--- src/rtl/imem_loader_pkg.sv ---
// Shared types and constants for the instruction-memory program loader.
package imem_loader_pkg;

  // Loader frame-parsing states
  typedef enum logic [2:0] {
    IDLE      = 3'd0,
    HDR_ADDR  = 3'd1,
    HDR_ENTRY = 3'd2,
    HDR_CNT   = 3'd3,
    DATA      = 3'd4,
    CSUM      = 3'd5,
    START     = 3'd6
  } state_t;

  localparam int unsigned HDR_ADDR_BYTES  = 4;
  localparam int unsigned HDR_ENTRY_BYTES = 4;
  localparam int unsigned HDR_CNT_BYTES   = 2;
  localparam int unsigned WORD_BYTES      = 4;

  // True when a 2-bit byte counter sits on the last byte of a field of nbytes
  function automatic logic field_last(input logic [1:0] cnt, input int unsigned nbytes);
    return (cnt == 2'(nbytes - 32'd1));
  endfunction

endpackage

--- src/rtl/imem_loader_word_asm.sv ---
// Little-endian byte-to-word assembler: collects four bytes, strobes word_done
// in the cycle the fourth byte is accepted and presents {b3,b2,b1,b0}.
module imem_word_asm
  import imem_loader_pkg::*;
(
  input  logic        clk,
  input  logic        rst_n,
  input  logic        i_clr,
  input  logic        i_en,
  input  logic [7:0]  i_byte,
  output logic [31:0] o_word,
  output logic        o_word_done
);

  logic [1:0]  r_idx;
  logic [23:0] r_shift;

  // Completed word uses the current byte as the most-significant byte
  assign o_word      = {i_byte, r_shift};
  assign o_word_done = i_en && (r_idx == 2'(WORD_BYTES - 32'd1));

  // Shift bytes in from the top so byte 0 ends up in the low lane
  always_ff @(posedge clk or negedge rst_n) begin
    if (!rst_n) begin
      r_idx   <= 2'd0;
      r_shift <= 24'h000000;
    end else if (i_clr) begin
      r_idx   <= 2'd0;
      r_shift <= 24'h000000;
    end else if (i_en) begin
      r_idx   <= r_idx + 2'd1;
      r_shift <= {i_byte, r_shift[23:8]};
    end else begin
      r_idx   <= r_idx;
      r_shift <= r_shift;
    end
  end

endmodule

--- src/rtl/imem_loader.sv ---
// Program loader: parses a framed byte stream, writes payload words into the
// instruction memory and, after a good checksum, pulses INT with the entry PC.
module imem_loader
  import imem_loader_pkg::*;
#(
  parameter int CNT_W  = 16,
  parameter int ADDR_W = 32
) (
  input  logic              clk,
  input  logic              rst_n,
  input  logic [7:0]        rx_data,
  input  logic              rx_valid,
  output logic              rx_ready,
  input  logic              abort,
  output logic              mem_we,
  output logic [ADDR_W-1:0] mem_addr,
  output logic [31:0]       mem_wdata,
  output logic [ADDR_W-1:0] entry_point,
  output logic              INT,
  output logic              busy,
  output logic              err
);

  localparam logic [ADDR_W-1:0] ALIGN_MASK = {{(ADDR_W-2){1'b1}}, 2'b00};

  state_t r_state;
  state_t w_state_nxt;

  logic [1:0]        r_byte_cnt;
  logic [CNT_W-1:0]  r_count;
  logic [CNT_W-1:0]  r_word_cnt;
  logic [ADDR_W-1:0] r_load_addr;
  logic [ADDR_W-1:0] r_entry;
  logic [7:0]        r_xor;

  logic              r_rx_ready;
  logic              r_mem_we;
  logic [ADDR_W-1:0] r_mem_addr;
  logic [31:0]       r_mem_wdata;
  logic [ADDR_W-1:0] r_entry_point;
  logic              r_int;
  logic              r_busy;
  logic              r_err;

  logic              w_acc;
  logic              w_take;
  logic              w_csum_ok;
  logic              w_last_word;
  logic              w_asm_en;
  logic              w_asm_clr;
  logic              w_word_done;
  logic [31:0]       w_word;
  logic [ADDR_W-1:0] w_addr_shift;
  logic [ADDR_W-1:0] w_entry_shift;
  logic [CNT_W-1:0]  w_count_new;
  logic [ADDR_W-1:0] w_word_off;

  assign w_acc         = rx_valid && r_rx_ready;
  assign w_take        = w_acc && !abort;
  assign w_csum_ok     = (rx_data == r_xor);
  assign w_last_word   = ((r_word_cnt + CNT_W'(1'b1)) == r_count);
  assign w_addr_shift  = {rx_data, r_load_addr[ADDR_W-1:8]};
  assign w_entry_shift = {rx_data, r_entry[ADDR_W-1:8]};
  assign w_count_new   = {rx_data, r_count[CNT_W-1:8]};
  assign w_word_off    = ADDR_W'({r_word_cnt, 2'b00});
  assign w_asm_en      = w_take && (r_state == DATA);
  assign w_asm_clr     = abort || (r_state != DATA);

  imem_word_asm u_word_asm (
    .clk         (clk),
    .rst_n       (rst_n),
    .i_clr       (w_asm_clr),
    .i_en        (w_asm_en),
    .i_byte      (rx_data),
    .o_word      (w_word),
    .o_word_done (w_word_done)
  );

  // State register
  always_ff @(posedge clk or negedge rst_n) begin
    if (!rst_n) begin
      r_state <= IDLE;
    end else begin
      r_state <= w_state_nxt;
    end
  end

  // Next-state decode; abort wins over any byte offered in the same cycle
  always_comb begin
    w_state_nxt = r_state;
    if (abort) begin
      w_state_nxt = IDLE;
    end else begin
      case (r_state)
        IDLE: begin
          if (w_acc) w_state_nxt = HDR_ADDR;
          else       w_state_nxt = IDLE;
        end
        HDR_ADDR: begin
          if (w_acc && field_last(r_byte_cnt, HDR_ADDR_BYTES)) w_state_nxt = HDR_ENTRY;
          else                                                 w_state_nxt = HDR_ADDR;
        end
        HDR_ENTRY: begin
          if (w_acc && field_last(r_byte_cnt, HDR_ENTRY_BYTES)) w_state_nxt = HDR_CNT;
          else                                                  w_state_nxt = HDR_ENTRY;
        end
        HDR_CNT: begin
          if (w_acc && field_last(r_byte_cnt, HDR_CNT_BYTES)) begin
            if (w_count_new == {CNT_W{1'b0}}) w_state_nxt = CSUM;
            else                              w_state_nxt = DATA;
          end else begin
            w_state_nxt = HDR_CNT;
          end
        end
        DATA: begin
          if (w_word_done && w_last_word) w_state_nxt = CSUM;
          else                            w_state_nxt = DATA;
        end
        CSUM: begin
          if (w_acc) begin
            if (w_csum_ok) w_state_nxt = START;
            else           w_state_nxt = IDLE;
          end else begin
            w_state_nxt = CSUM;
          end
        end
        START:   w_state_nxt = IDLE;
        default: w_state_nxt = IDLE;
      endcase
    end
  end

  // Header fields, byte/word counters, running XOR and the sticky error flag
  always_ff @(posedge clk or negedge rst_n) begin
    if (!rst_n) begin
      r_byte_cnt  <= 2'd0;
      r_count     <= {CNT_W{1'b0}};
      r_word_cnt  <= {CNT_W{1'b0}};
      r_load_addr <= {ADDR_W{1'b0}};
      r_entry     <= {ADDR_W{1'b0}};
      r_xor       <= 8'h00;
      r_err       <= 1'b0;
    end else if (abort) begin
      r_byte_cnt <= 2'd0;
      r_word_cnt <= {CNT_W{1'b0}};
      r_xor      <= 8'h00;
    end else if (w_acc) begin
      case (r_state)
        IDLE: begin
          r_load_addr <= w_addr_shift;
          r_xor       <= rx_data;
          r_byte_cnt  <= 2'd1;
          r_word_cnt  <= {CNT_W{1'b0}};
          r_err       <= 1'b0;
        end
        HDR_ADDR: begin
          r_xor <= r_xor ^ rx_data;
          if (field_last(r_byte_cnt, HDR_ADDR_BYTES)) begin
            r_load_addr <= w_addr_shift & ALIGN_MASK;
            r_byte_cnt  <= 2'd0;
          end else begin
            r_load_addr <= w_addr_shift;
            r_byte_cnt  <= r_byte_cnt + 2'd1;
          end
        end
        HDR_ENTRY: begin
          r_xor <= r_xor ^ rx_data;
          if (field_last(r_byte_cnt, HDR_ENTRY_BYTES)) begin
            r_entry    <= w_entry_shift & ALIGN_MASK;
            r_byte_cnt <= 2'd0;
          end else begin
            r_entry    <= w_entry_shift;
            r_byte_cnt <= r_byte_cnt + 2'd1;
          end
        end
        HDR_CNT: begin
          r_xor   <= r_xor ^ rx_data;
          r_count <= w_count_new;
          if (field_last(r_byte_cnt, HDR_CNT_BYTES)) begin
            r_byte_cnt <= 2'd0;
            r_word_cnt <= {CNT_W{1'b0}};
          end else begin
            r_byte_cnt <= r_byte_cnt + 2'd1;
          end
        end
        DATA: begin
          r_xor <= r_xor ^ rx_data;
          if (w_word_done) begin
            r_word_cnt <= w_last_word ? {CNT_W{1'b0}} : (r_word_cnt + CNT_W'(1'b1));
          end else begin
            r_word_cnt <= r_word_cnt;
          end
        end
        CSUM: begin
          r_xor <= 8'h00;
          if (!w_csum_ok) r_err <= 1'b1;
          else            r_err <= r_err;
        end
        default: begin
          r_xor <= r_xor;
        end
      endcase
    end else begin
      r_xor <= r_xor;
    end
  end

  // Registered outputs: handshake/status follow the next state, writes follow word_done
  always_ff @(posedge clk or negedge rst_n) begin
    if (!rst_n) begin
      r_rx_ready    <= 1'b1;
      r_busy        <= 1'b0;
      r_int         <= 1'b0;
      r_mem_we      <= 1'b0;
      r_mem_addr    <= {ADDR_W{1'b0}};
      r_mem_wdata   <= 32'h0000_0000;
      r_entry_point <= {ADDR_W{1'b0}};
    end else begin
      r_rx_ready <= (w_state_nxt != START);
      r_busy     <= (w_state_nxt != IDLE);
      r_int      <= (w_state_nxt == START);
      r_mem_we   <= w_word_done;
      if (w_word_done) begin
        r_mem_addr  <= r_load_addr + w_word_off;
        r_mem_wdata <= w_word;
      end else begin
        r_mem_addr  <= r_mem_addr;
        r_mem_wdata <= r_mem_wdata;
      end
      if (w_state_nxt == START) r_entry_point <= r_entry;
      else                      r_entry_point <= r_entry_point;
    end
  end

  assign rx_ready    = r_rx_ready;
  assign busy        = r_busy;
  assign INT         = r_int;
  assign mem_we      = r_mem_we;
  assign mem_addr    = r_mem_addr;
  assign mem_wdata   = r_mem_wdata;
  assign entry_point = r_entry_point;
  assign err         = r_err;

endmodule

--- config.mk ---
export PLATFORM = sky130hd
export DESIGN_NAME = imem_loader
export DESIGN_NICKNAME = d
export VERILOG_FILES = /design/src/rtl/imem_loader_pkg.sv /design/src/rtl/imem_loader_word_asm.sv /design/src/rtl/imem_loader.sv
export SDC_FILE = /design/constraint.sdc
export NUM_CORES = 1
export LEC_CHECK = 0
export ABC_AREA = 1
export ABC_CLOCK_PERIOD_IN_PS = 2880
export CAP_MARGIN = 20
export CORE_MARGIN = 2
export CORE_UTILIZATION = 60
export DETAILED_ROUTE_END_ITERATION = 12
export DONT_BUFFER_PORTS = 1
export GPL_TIMING_DRIVEN = 0
export PLACE_DENSITY = 0.82
export SLEW_MARGIN = 20
export SYNTH_ARGS = -nofsm -noshare
export SYNTH_HDL_FRONTEND = slang
export SYNTH_SLANG_ARGS = --single-unit
--- constraint.sdc ---
create_clock -name clk -period 2.88 [get_ports clk]
set_clock_uncertainty 0.15 [all_clocks]
set_input_delay 0.432 -clock clk [delete_from_list [all_inputs] [get_ports clk]]
set_output_delay 0.432 -clock clk [all_outputs]
set_load 0.005 [all_outputs]
### Word level (Yosys, flattened, before mapping)

Cells that the tools add are included.

| word-level totals | value |
|---|---|
| input port bits | 12 |
| RAM bits | 0 |
| memory bits (read-only) | 0 |
| flip-flop bits (word level) | 236 |
| memories kept | 0 |
| output and inout port bits | 101 |
| latch bits | 0 |

| operators by class | value |
|---|---|
| multiplexer cells | 33 |
| magnitude comparators | 0 |
| reduce and logical (&&, ||, !) cells | 28 |
| shift operators | 0 |
| bitwise operators | 2 |
| eq/ne operators | 16 |
| div/mod/pow operators | 0 |
| multiply operators | 0 |
| add/subtract/negate cells | 4 |

Operators by type and width:

| cell | number |
|---|---|
| 16-bit two-way mux | 5 |
| 32-bit case mux with 2 select lines | 1 |
| 24-bit two-way mux | 2 |
| 16-bit case mux with 3 select lines | 1 |
| 32-bit by 18-bit adder with 32-bit output | 1 |
| 8-bit case mux with 3 select lines | 1 |
| 2-bit two-way mux | 9 |
| 3-bit case mux with 6 select lines | 1 |
| 16-bit by 1-bit adder with 16-bit output, second input constant | 1 |
| 16-bit equality test | 1 |
| 16-bit logical NOT | 1 |
| 8-bit two-way mux | 2 |
| 3-bit two-way mux | 4 |
| 3-bit inequality test, second input constant | 4 |
| 4-bit nonzero test | 3 |
| 3-bit equality test, second input constant | 3 |
| 3-bit AND reduction | 3 |
| 8-bit equality test | 1 |
| 4-bit AND reduction | 2 |
| 2-bit nonzero test | 4 |
| 8-bit bitwise XOR | 1 |
| 1-bit logical AND | 7 |
| 3-bit by 2-bit equality test with 1-bit output, second input constant | 2 |
| 2-bit case mux with 3 select lines | 1 |
| other kinds (15) | 22 |

### Depth between registers and ports, before layout

| depth | value |
|---|---|
| word-level depth | 9 |
| gate-level depth with buffers | 16 |

### Cells and area by module

A second synthesis with hierarchy kept.

| unflattened totals | value |
|---|---|
| cells, all modules | 1416 |
| area total of the unflattened synthesis | 11669.9 um^2 |

Modules (own cells, without submodules):

| module | area each (um^2) | cells each | times used |
|---|---|---|---|
| imem_loader | 10405.0 | 1291 | 1 |
| imem_word_asm | 1265.0 | 125 | 1 |

### Worst setup path after synthesis

No wires, ideal clock.

| timing | value |
|---|---|
| path type | reg2reg |
| from | register r_word_cnt[0] |
| to | register r_mem_addr[30] (netlist: mem_addr[30]) |
| data arrival time | 2.281 ns |
| path slack | 0.332 ns |
| cell stages (with the launch flop) | 16 |
| buffers on the path | 0 |
| required time | 2.613 ns |
| clock period less this slack | 2.548 ns |
| library setup time | 0.117 ns |
| path through | dfrtp_1 > ha_1 > inv_1 > fa_1 > inv_1 > nand3_1 > nand2_1 > a21boi_0 > o21ai_0 > nand2_1 > nand2_1 > nand2_1 > inv_1 > nand3_1 > nand3_1 > nand2_1 |

| on the way | value |
|---|---|
| word-level cells in the longest chain between the ends | 1 |

Ends and longest elaborated chain:

| item | line | text |
|---|---|---|
| from (decl) | imem_loader.sv:31 | `logic [CNT_W-1:0] r_word_cnt;` |
| from (signal assigned) | imem_loader.sv:138 | `r_word_cnt <= {CNT_W{1'b0}};` |
| from (signal assigned) | imem_loader.sv:145 | `r_word_cnt <= {CNT_W{1'b0}};` |
| from (signal assigned) | imem_loader.sv:153 | `r_word_cnt <= {CNT_W{1'b0}};` |
| 32-bit by 18-bit adder with 32-bit output | imem_loader.sv:224 | `r_mem_addr <= r_load_addr + w_word_off;` |
| to (signal assigned) | imem_loader.sv:215 | `r_mem_addr <= {ADDR_W{1'b0}};` |
| to (signal assigned) | imem_loader.sv:224 |  |
| to (signal assigned) | imem_loader.sv:227 | `r_mem_addr <= r_mem_addr;` |
| to (decl) | imem_loader.sv:38 | `logic [ADDR_W-1:0] r_mem_addr;` |

Every way passes these cells.
A chain may end at the register's enable or synchronous reset.

### Worst setup path after layout

| timing | value |
|---|---|
| from | register r_rx_ready (netlist: rx_ready) |
| to | register r_mem_addr[30] (netlist: mem_addr[30]) |

| on the way | value |
|---|---|
| word-level cells in the longest chain between the ends | 4 |

Ends and longest elaborated chain:

| item | line | text |
|---|---|---|
| from (decl) | imem_loader.sv:36 | `logic r_rx_ready;` |
| from (signal assigned) | imem_loader.sv:219 | `r_rx_ready <= (w_state_nxt != START);` |
| 1-bit logical AND | imem_loader.sv:58 | `assign w_acc = rx_valid && r_rx_ready;` |
| 1-bit logical AND | imem_loader.sv:59 | `assign w_take = w_acc && !abort;` |
| 1-bit logical AND | imem_loader.sv:66 | `assign w_asm_en = w_take && (r_state == DATA);` |
| 1-bit logical AND | imem_loader_word_asm.sv:20 | `assign o_word_done = i_en && (r_idx == 2'(WORD_BYTES - 32'd1));` |

Every way passes these cells.

==> reports/results.ini <==
[outcome]
status=complete, but fails checks
violations=negative hold slack

[critical_path]
worstPathArrival_ns=3.02
slowest_delay_ns=0.55
critPathLaunchType=flop
critPathTopFamily=simple AND/OR/NAND/NOR gates
rr_startpoint=rx_ready
rrSetupSlack_ns=0.18
reg2reg_depth=10
path_buf_inv=4
endpoint_kind=flop
crit_chain=nand2_2 > nor2_2 > inv_2 > nor2_4 > nand2_1 > clkbuf_2 > inv_2 > buf_2 > nand3_1 > nand2_1
cp_max_fo=10
slowest_stage=dfstp_2
reg2reg_to=mem_addr[30]
timing.critical_path.required_ns=3.20
worstSetupPathType=flop to flop

[floorplanning]
die_area_mm2=0.0198
pin_count=113
die-width_um=141
initial_core_util=0.618
die_h_um=141
rows=49
core-area_mm2=0.0181

[logic_synthesis]
yosysUniqueCellTypes=45
synthCells=1358
syn_nets=1392
syn-cell-area_mm2=0.0112
ys_seq_area_frac=0.527
synth_area_leaders=dfrtp_1 (52%), nand2_1 (15%), o21ai_0 (6.6%)
syn_avg_cell_area_um2=8.26
yosys_warnings=0
yosys.area.top_type_share=0.524
synth_top_area_cell=dfrtp_1
ys_ff_latch=236

[layout]
fin_area_mm2=0.0125
final_net_count=1433
diodes=0
area_growth_pct=11.7
post_route_cells_drive_above_1_share=0.0648

[clock_network]
insertion_delay_ns=0.54
numClockSinks=236
clock_path_buffers=3
clkTransAtPathRegs_ns=0.06
cts_tree=built
ctsHoldBuffers=11
cts_htree_levels=1
cts_buffers=26
root_buffer=clkbuf_16

[power]
comb_power_share=0.066
p_sw_frac=0.242
total_power_mw=7.41
seqPwrFrac=0.478
internal-power_mw=5.61
power.leakage_nw=6.20
irDropWorstVdd_uv=704
p_per_area_mw_per_mm2=592
power.switching_mw=1.79
power_frac_clock=0.455

[place]
hpwl_um=20400
portBuffers=0
place_area_mm2=0.0115
place.gp.congestion=0.941
post-place-ws_ns=-0.201

[sta]
tightest_slew_ns=0.611
drv_slew=0
slew_headroom=0.592
fmax_mhz=370
min_period_over_period=0.938
rsz0062_at_grt=false
final-hold-violation-count=236
fin_crit_ns=2.70
setup_tns_ns=0
finalSetupViolCount=0
fin_ws_ns=0.180
whs_ns=-0.540

[drt]
ant_nets=0
drt_iter0_markers=939
wl_met3_um=2830
drc_errors=0
top_layer_used=met4
met2_length_um=13000
num_vias=9590
wl_um=29000
drt-met1-wl_um=12300
drt_pass1_iterations=5
viasPerCell=5.82
post_drt_wl_per_cell_um=17.6

[grt]
grt_overflow_total=0
grtUsageTotal=0.300
grt_pass1_wl_um=48100
grt_max_degree=237
first_global_vias=9490
antenna_found_initial=0

[min_path]
hold_path_class=input pin to async pin

[job]
maxCapViolCount=0

power by group through the flow:
stage               Sequential [mW]  Combinational [mW]  Clock [mW]
finish                         3.54               0.492        3.37
CTS                            3.54               0.483        3.41
floorplan                      3.56               0.337           0
global route                   3.56               0.553        3.54
detailed placement             3.60               0.455           0
global placement               3.59               0.444           0
cell type report:
type	instances	area (µm²)
Sequential cell	236	5910
Fill cell	1411	5620
Multi-Input combinational cell	936	4590
Clock buffer	37	752
Inverter	137	514
Tap cell	229	287
Buffer	49	214
Clock inverter	11	134
Timing Repair Buffer	13	125
registers in the layout, indices dropped and copies added, names as in the netlist, 8 cells and up:
register            cells
mem_wdata              32
mem_addr               32
u_word_asm.r_shift     24
r_word_cnt             16
r_count                16
r_xor                   8
entry_point            32
r_entry                32
r_load_addr            32
cells in the final DEF (no fill, tap or decap), types with 5 or more instances in the layout:
| master | count |
|---|---|
| ha_1 | 20 |
| nor3_1 | 5 |
| nor2_4 | 5 |
| nand4_1 | 48 |
| o21ai_0 | 147 |
| nand3_1 | 86 |
| clkbuf_8 | 6 |
| nor4_1 | 7 |
| xnor2_1 | 12 |
| nor2_1 | 57 |
| clkbuf_1 | 34 |
| a22o_1 | 7 |
| inv_2 | 5 |
| clkbuf_16 | 26 |
| xor2_1 | 13 |
| o21ai_1 | 10 |
| o22ai_1 | 15 |
| buf_2 | 17 |
| inv_1 | 131 |
| dlygate4sd3_1 | 11 |
| dfrtp_1 | 233 |
| nand2_1 | 445 |
| a21oi_1 | 24 |
kinds of logic (layout without fill, tap and decap cells):
| kind of cell | count (synthesis) | count (layout) | synth area share |
|---|---|---|---|
| AND/OR/NAND/NOR | 669 | 669 | 0.255 |
| buffers and inverters | 186 | 247 | 0.0648 |
| AO/OA/AOI/OAI | 219 | 219 | 0.107 |
| adder cells (fa/ha/maj) | 22 | 22 | 0.0252 |
| XOR/XNOR | 26 | 26 | 0.0215 |
| flip-flops | 236 | 236 | 0.527 |
synthesized netlist by cell type (all sizes together):
| library cell | count |
|---|---|
| nand4 | 48 |
| or2 | 3 |
| nand3 | 88 |
| clkinv | 1 |
| a21oi | 25 |
| clkbuf | 30 |
| dfstp | 1 |
| a22oi | 3 |
| a21boi | 1 |
| dfrtp | 235 |
| ha | 21 |
| nand3b | 4 |
| buf | 19 |
| nand2 | 447 |
| o311ai | 1 |
| o211a | 1 |
| o22ai | 15 |
| xnor2 | 12 |
| a32o | 1 |
| o21ai | 159 |
| a22o | 7 |
| nor2 | 65 |
| nor3 | 5 |
| o21bai | 3 |
| inv | 136 |
| a41oi | 1 |
| o2111ai | 1 |
| nor2b | 1 |
| fa | 1 |
| xor2 | 13 |
| and3 | 1 |
| nor4 | 7 |
| a31o | 1 |
| xnor3 | 1 |
what timing repair did:
item | CTS | global route
resized for setup | 2 | 6
setup buffers | 0 | 2
endpoints found under the hold margin | 259 | 236
pin swaps | 0 | 1
setup endpoints to repair | 4 | 43
how the worst max path moves through the flow:
stage,start,end,depth (start not counted)
after floorplan,r_word_cnt[0],mem_addr[30],15
after global placement,r_word_cnt[0],mem_addr[30],15
final,rx_ready,mem_addr[30],10
after global routing,r_word_cnt[0],mem_addr[30],15
after CTS,r_word_cnt[0],mem_addr[30],15
after detailed placement,r_word_cnt[0],mem_addr[30],15
metal layers:
metal,up-vias,global-route usage
li1,4536,-
met1,4566,0.427
met2,426,0.463
met3,62,0.0669
met4,0,0.0963
met5,-,0
metrics by stage:
stage,utilization,std cells,hold slack (ns)
2_1_floorplan,-,1358,-0.0136
3_3_place_gp,0.634,1587,0.000828
3_5_place_dp,0.634,1587,-0.000782
4_1_cts,0.689,1646,-0.564
5_1_grt,0.690,1648,-0.556
6_report,0.690,1648,-0.540
(Power assumes the default switching activity.)
